**config.mk**
```make
export PLATFORM = sky130hd
export DESIGN_NAME = sync_fifo_write_arbiter
export DESIGN_NICKNAME = d
export VERILOG_FILES = /design/src/rtl/sync_fifo_arb_pkg.sv /design/src/rtl/rr_priority_picker.sv /design/src/rtl/sync_fifo_write_arbiter.sv
export SDC_FILE = /design/constraint.sdc
export NUM_CORES = 1
export LEC_CHECK = 0
export ABC_CLOCK_PERIOD_IN_PS = 1800
export BUFFER_PORTS_ARGS = -buffer_cell sky130_fd_sc_hd__buf_2
export CAP_MARGIN = 20
export CORE_MARGIN = 8
export CORE_UTILIZATION = 34
export CTS_BUF_LIST = sky130_fd_sc_hd__clkbuf_2 sky130_fd_sc_hd__clkbuf_4 sky130_fd_sc_hd__clkbuf_8
export DETAILED_ROUTE_END_ITERATION = 10
export PLACE_DENSITY = 0.91
export SLEW_MARGIN = 30
export SYNTH_ARGS = -nofsm -noshare
export SYNTH_HDL_FRONTEND = slang
export SYNTH_SLANG_ARGS = --single-unit
```
**constraint.sdc**
```tcl
create_clock -name clk_i -period 1.8 [get_ports clk_i]
set_input_delay 0.36 -clock clk_i [delete_from_list [all_inputs] [get_ports clk_i]]
set_output_delay 0.36 -clock clk_i [all_outputs]
set_load 0.05 [all_outputs]
```
**src/rtl/sync_fifo_arb_pkg.sv**
```systemverilog
// Shared types and helpers for the FIFO write-port arbiter.
package sync_fifo_arb_pkg;

    typedef enum logic {
        ARB_IDLE   = 1'b0,
        ARB_LOCKED = 1'b1
    } arb_state_t;

    // Index width for n producers; never collapses to zero bits.
    function automatic int unsigned idx_width(input int unsigned n);
        return (n > 1) ? $clog2(n) : 1;
    endfunction

endpackage

```
**src/rtl/rr_priority_picker.sv**
```systemverilog
// Round-robin pick: first request strictly above last_idx, wrapping to index 0.
module rr_priority_picker
    import sync_fifo_arb_pkg::*;
#(
    parameter int unsigned NUM_REQ = 4,
    parameter int unsigned IDX_W   = idx_width(NUM_REQ)
) (
    input  logic [NUM_REQ-1:0] req,
    input  logic [IDX_W-1:0]   last_idx,
    output logic [IDX_W-1:0]   pick,
    output logic               any_valid
);

    logic [NUM_REQ-1:0]   masked;
    logic [2*NUM_REQ-1:0] dbl;

    // Lower copy holds only requests above last_idx, upper copy covers the wrap.
    always_comb begin
        masked = '0;
        for (int i = 0; i < NUM_REQ; i++) begin
            masked[i] = req[i] && (i > int'(last_idx));
        end
        dbl       = {req, masked};
        any_valid = |req;
        pick      = '0;
        for (int i = 2 * NUM_REQ - 1; i >= 0; i--) begin
            if (dbl[i]) begin
                pick = IDX_W'(i % NUM_REQ);
            end
        end
    end

endmodule

```
**src/rtl/sync_fifo_write_arbiter.sv**
```systemverilog
// Shares the FIFO write port between NUM_REQ producers: round-robin, burst lock,
// idle timeout.
module sync_fifo_write_arbiter
    import sync_fifo_arb_pkg::*;
#(
    parameter  int unsigned NUM_REQ      = 4,
    parameter  int unsigned DATA_WIDTH   = 32,
    parameter  int unsigned IDLE_TIMEOUT = 16,
    localparam int unsigned IDX_W        = idx_width(NUM_REQ)
) (
    input  logic                          clk_i,
    input  logic                          rst_i,
    input  logic [NUM_REQ-1:0]            req_valid_i,
    input  logic [NUM_REQ-1:0]            req_last_i,
    input  logic [NUM_REQ*DATA_WIDTH-1:0] req_data_i,
    output logic [NUM_REQ-1:0]            req_ready_o,
    input  logic                          fifo_full_i,
    output logic                          fifo_write_o,
    output logic [DATA_WIDTH-1:0]         fifo_wr_data_o,
    output logic [NUM_REQ-1:0]            grant_o,
    output logic [IDX_W-1:0]              grant_idx_o,
    output logic                          busy_o,
    output logic                          timeout_o
);

    localparam int unsigned    CNT_W    = (IDLE_TIMEOUT > 0) ? $clog2(IDLE_TIMEOUT + 1) : 1;
    localparam logic           TO_EN    = (IDLE_TIMEOUT != 0);
    localparam logic [CNT_W-1:0] CNT_LAST = CNT_W'((IDLE_TIMEOUT > 0) ? IDLE_TIMEOUT - 1 : 0);
    localparam logic [CNT_W-1:0] CNT_MAX  = '1;

    arb_state_t         state_q, state_d;
    logic [NUM_REQ-1:0] grant_d;
    logic [IDX_W-1:0]   idx_d, rr_q, rr_d, pick;
    logic [CNT_W-1:0]   cnt_q, cnt_d;
    logic               timeout_d, busy_d, any_valid;
    logic               locked, owner_valid, accept, last_accept, timeout_hit;

    logic [DATA_WIDTH-1:0] data_arr [NUM_REQ];

    for (genvar k = 0; k < NUM_REQ; k++) begin : g_unpack
        assign data_arr[k] = req_data_i[k*DATA_WIDTH +: DATA_WIDTH];
    end

    rr_priority_picker #(
        .NUM_REQ (NUM_REQ),
        .IDX_W   (IDX_W)
    ) u_picker (
        .req       (req_valid_i),
        .last_idx  (rr_q),
        .pick      (pick),
        .any_valid (any_valid)
    );

    // Owner-side datapath; full gates the write with no added latency.
    assign locked         = (state_q == ARB_LOCKED);
    assign owner_valid    = locked && req_valid_i[grant_idx_o];
    assign accept         = owner_valid && !fifo_full_i;
    assign last_accept    = accept && req_last_i[grant_idx_o];
    assign timeout_hit    = TO_EN && locked && !owner_valid && (cnt_q == CNT_LAST);
    assign req_ready_o    = grant_o & {NUM_REQ{!fifo_full_i}};
    assign fifo_write_o   = accept;
    assign fifo_wr_data_o = locked ? data_arr[grant_idx_o] : '0;

    always_ff @(posedge clk_i) begin
        if (rst_i) begin
            state_q     <= ARB_IDLE;
            grant_o     <= '0;
            grant_idx_o <= '0;
            rr_q        <= IDX_W'(NUM_REQ - 1);
            cnt_q       <= '0;
            busy_o      <= 1'b0;
            timeout_o   <= 1'b0;
        end else begin
            state_q     <= state_d;
            grant_o     <= grant_d;
            grant_idx_o <= idx_d;
            rr_q        <= rr_d;
            cnt_q       <= cnt_d;
            busy_o      <= busy_d;
            timeout_o   <= timeout_d;
        end
    end

    always_comb begin
        state_d   = state_q;
        grant_d   = grant_o;
        idx_d     = grant_idx_o;
        rr_d      = rr_q;
        cnt_d     = cnt_q;
        timeout_d = 1'b0;
        case (state_q)
            ARB_IDLE: begin
                cnt_d = '0;
                if (any_valid) begin
                    state_d = ARB_LOCKED;
                    grant_d = NUM_REQ'(1) << pick;
                    idx_d   = pick;
                    rr_d    = pick;
                end
            end
            ARB_LOCKED: begin
                if (last_accept || timeout_hit) begin
                    state_d   = ARB_IDLE;
                    grant_d   = '0;
                    cnt_d     = '0;
                    timeout_d = timeout_hit;
                end else if (owner_valid) begin
                    cnt_d = '0;
                end else if (cnt_q != CNT_MAX) begin
                    cnt_d = cnt_q + 1'b1;
                end
            end
            default: begin
                state_d = ARB_IDLE;
                grant_d = '0;
            end
        endcase
        busy_d = (state_d == ARB_LOCKED);
    end

    a_grant_onehot0: assert property (@(posedge clk_i) disable iff (rst_i) $onehot0(grant_o));
    a_write_not_full: assert property (@(posedge clk_i) disable iff (rst_i) fifo_write_o |-> !fifo_full_i);
    a_write_busy: assert property (@(posedge clk_i) disable iff (rst_i) fifo_write_o |-> busy_o);

endmodule

```
==> impl_metrics.env <==
export IMPL_number_of_buffers_between_clock_root_and_the_deepest_sink=2
export IMPL_crit_path_top_delay_cell="sky130_fd_sc_hd__mux4_2"
export IMPL_gp_routability_congestion=0.863
export IMPL_vias_per_cell=5.45
export IMPL_relSlewSlack_pct=77.2
export IMPL_finalInstanceArea_mm2=0.00356
export IMPL_outcome="finished with violations"
export IMPL_achievable_frequency_ghz=0.483
export IMPL_fin_util_pct=68.8
export IMPL_dpl_hpwl_um=7340
export IMPL_critical_path_startpoint_type="flip-flop"
export IMPL_largest_net_degree_at_the_start_of_global_routing=29
export IMPL_crit_chain="buf_6 > buf_12 > mux4_2 > and2_4 > buf_8"
export IMPL_io_buffers=183
export IMPL_final_hold_vio_count=0
export IMPL_yosys_warnings=0
export IMPL_pin_count=184
export IMPL_cp_end_kind="output pin"
export IMPL_clock_tree_from_tritoncts="built"
export IMPL_die_w_um=89.5
export IMPL_track_usage_pct=20.1
export IMPL_report_final_setup_viol=43
export IMPL_critical_path_peak_fanout=6
export IMPL_pnr_total_power_mw=2.25
export IMPL_reg_to_reg_start="grant_idx_o[0]$_SDFFE_PP0P_"
export IMPL_holdCritPathClass="input port to flip-flop"
export IMPL_layout_commonest_cell="sky130_fd_sc_hd__buf_2"
export IMPL_timing_final_ws_setup_ns=-0.271
export IMPL_number_of_iterations_in_the_first_detailed_routing_pass=4
export IMPL_number_of_vias_after_detailed_routing=2386
export IMPL_ir_drop_uv=414
export IMPL_cts_inserted_buffers=3
export IMPL_clk_root_buffer_cell="sky130_fd_sc_hd__clkbuf_8"
export IMPL_crit_arrival_ns=1.71
export IMPL_antenna_found_initial=1
export IMPL_synth_adder_area_share_pct=2.05
export IMPL_worst_path_largest_cell_delay_ns=0.53
export IMPL_syn_to_final_growth_pct=94.1
export IMPL_synth_area_mux_share_pct=43.2
export IMPL_syn_instance_count=172
export IMPL_setup_repair_after_global_routing_missed_its_margin="yes"
export IMPL_htree_levels=1
export IMPL_clkSinkCount=15
export IMPL_die_area_mm2=0.00800
export IMPL_rows=26
export IMPL_hold_path_startpoint="rst_i"
export IMPL_synth_top_family_by_area="multiplexers"
export IMPL_synth_lib_cells_used_distinct=39
export IMPL_cts_clk_slew_worst_paths_ns=0.06
export IMPL_most_instantiated_flip_flop_cell_in_the_synthesis_netlist="sky130_fd_sc_hd__dfxtp_1"
export IMPL_synth_seq_area_share_pct=16.4
export IMPL_placement_cell_area_mm2=0.00301
export IMPL_first_global_vias=2434
export IMPL_failed_checks="setup timing"
export IMPL_cap_viol_max_count=0
export IMPL_mappedNetlistNets=314
export IMPL_clock_insertion_delay_at_the_later_pin_of_the_skew_report_ns=0.26
export IMPL_synth_compound_gate_area_share_pct=9.48
export IMPL_crit_start="grant_idx_o[0]$_SDFFE_PP0P_"
export IMPL_number_of_routed_nets_with_antenna_violations=0
export IMPL_routed_wl_um=9830
export IMPL_pre_cts_ws_ns=-0.0374
export IMPL_place_inst=424
export IMPL_setup_tns_ns=-8.31
export IMPL_synth_edff_count=0
export IMPL_gr_total_overflow=0
export IMPL_die_height_um=89.5
export IMPL_final_hold_worst_slack_ns=0.433
export IMPL_core_area_mm2=0.00517
export IMPL_postSynthAreaPerCell_um2=10.7
export IMPL_fin_cells=438
export IMPL_layout_cells_most_common_list="sky130_fd_sc_hd__buf_2, sky130_fd_sc_hd__mux4_2, sky130_fd_sc_hd__and2_4, sky130_fd_sc_hd__buf_8"
export IMPL_finClkSkew_ns=0.00906
export IMPL_wire_length_of_the_first_global_routing_pass_um=12300
export IMPL_slew_viol_final=0
export IMPL_xor_xnor_portion_of_the_synthesized_cell_area_pct=1.43
export IMPL_criticalPathCategory="flip-flop to output pin"
export IMPL_power_density_cell_area_mw_per_mm2=631
export IMPL_drt_iter0_markers=102
export IMPL_design_final_nets=510
export IMPL_yosys_area_share_simple_pct=21.0
export IMPL_ys_seq_elements=15
export IMPL_syn_cell_area_mm2=0.00183
export IMPL_postSynth_asyncResetShare_pct=0
export IMPL_drive_above_1_share_pct=79.6
export IMPL_max_slew_worst_pin_slew_ns=0.332
export IMPL_start_util_pct=35.5
export IMPL_share_of_the_clock_period_used_by_the_worst_path_pct=115
export IMPL_avgRoutedWirePerCell_um=22.4
export IMPL_p_leak_nw=1.68
export IMPL_finalWorstPathRequiredPeriod_ns=2.07
export IMPL_drc=0
export IMPL_cp_required_ns=1.44
cells by family after synthesis:
group | count (synthesis)
buffers and inverters | 23
AND/OR/NAND/NOR | 67
flip-flops | 15
multiplexers | 38
adder cells (fa/ha/maj) | 3
XOR/XNOR | 3
AO/OA/AOI/OAI | 23
synth_stat cells (all sizes together), types with 3 or more instances:
cell type	count	area (um^2)
mux4	33	743
nand2	4	15.0
nor2b	6	37.5
a32o	3	30.0
inv	7	26.3
buf	9	65.1
o21ai	3	15.0
and2	32	200
dfxtp	15	300
ha	3	37.5
nor2	13	51.3
clkbuf	7	26.3
mux2i	5	50.1
a21oi	7	35.0
area by class of cell:
cell class / count / area (um^2)
diodes: 1 / 2.50
clock buffers: 3 / 41.3
clock inverters: 1 / 5.00
fillers: 383 / 1610
inverters: 7 / 26.3
multi-input cells: 134 / 1560
flip-flops and latches: 15 / 308
well taps: 70 / 87.6
repair buffers: 207 / 1530
metal layers:
layer / GRT usage, % / vias to the layer above / part of all wire [%]
met5: 0 / - / 0
met4: 7.85 / 0 / 4.3
met3: 5.06 / 35 / 9.8
met2: 36.8 / 149 / 54
met1: 21.5 / 1150 / 32
li1: - / 1052 / -
registers in the layout, summed over array words and instances, names as in the netlist:
name         flops
timeout_o        1
grant_o          4
cnt_q            5
rr_q             2
locked           1
grant_idx_o      2
path summary, 6_finish.rpt:
check / endpoint / slack (ns) / cells after the start
max: fifo_wr_data_o[17] / -0.27 / 5
min reg2reg: cnt_q[3]$_SDFFE_PP0P_ / 0.53 / 2
min: grant_idx_o[1]$_SDFFE_PP0P_ / 0.43 / 2
max reg2reg: grant_o[3]$_SDFFE_PP0P_ / -0.13 / 8
worst max-delay path: cells and delay by family, from the launching register on:
kind	cells	cell delay [ns]
mux	1	0.53
buf+inv	3	0.40
flops	1	0.37
simple gates	1	0.16
what timing repair did:
action,in CTS,in global routing
resized for setup,70,47
endpoints found under the setup margin,36,41
buffers inserted,3,5
hold buffers,0,0
gates cloned,0,1
hold endpoints to repair,0,0
pin swaps,9,25
power breakdown:
group          switching [mW]  internal (mW)  leakage [nW]
clock                   0.123          0.154        0.0255
combinational           0.795          0.790          1.53
sequential             0.0296          0.357         0.124
total                   0.948           1.30          1.68
(Power assumes the default switching activity.)
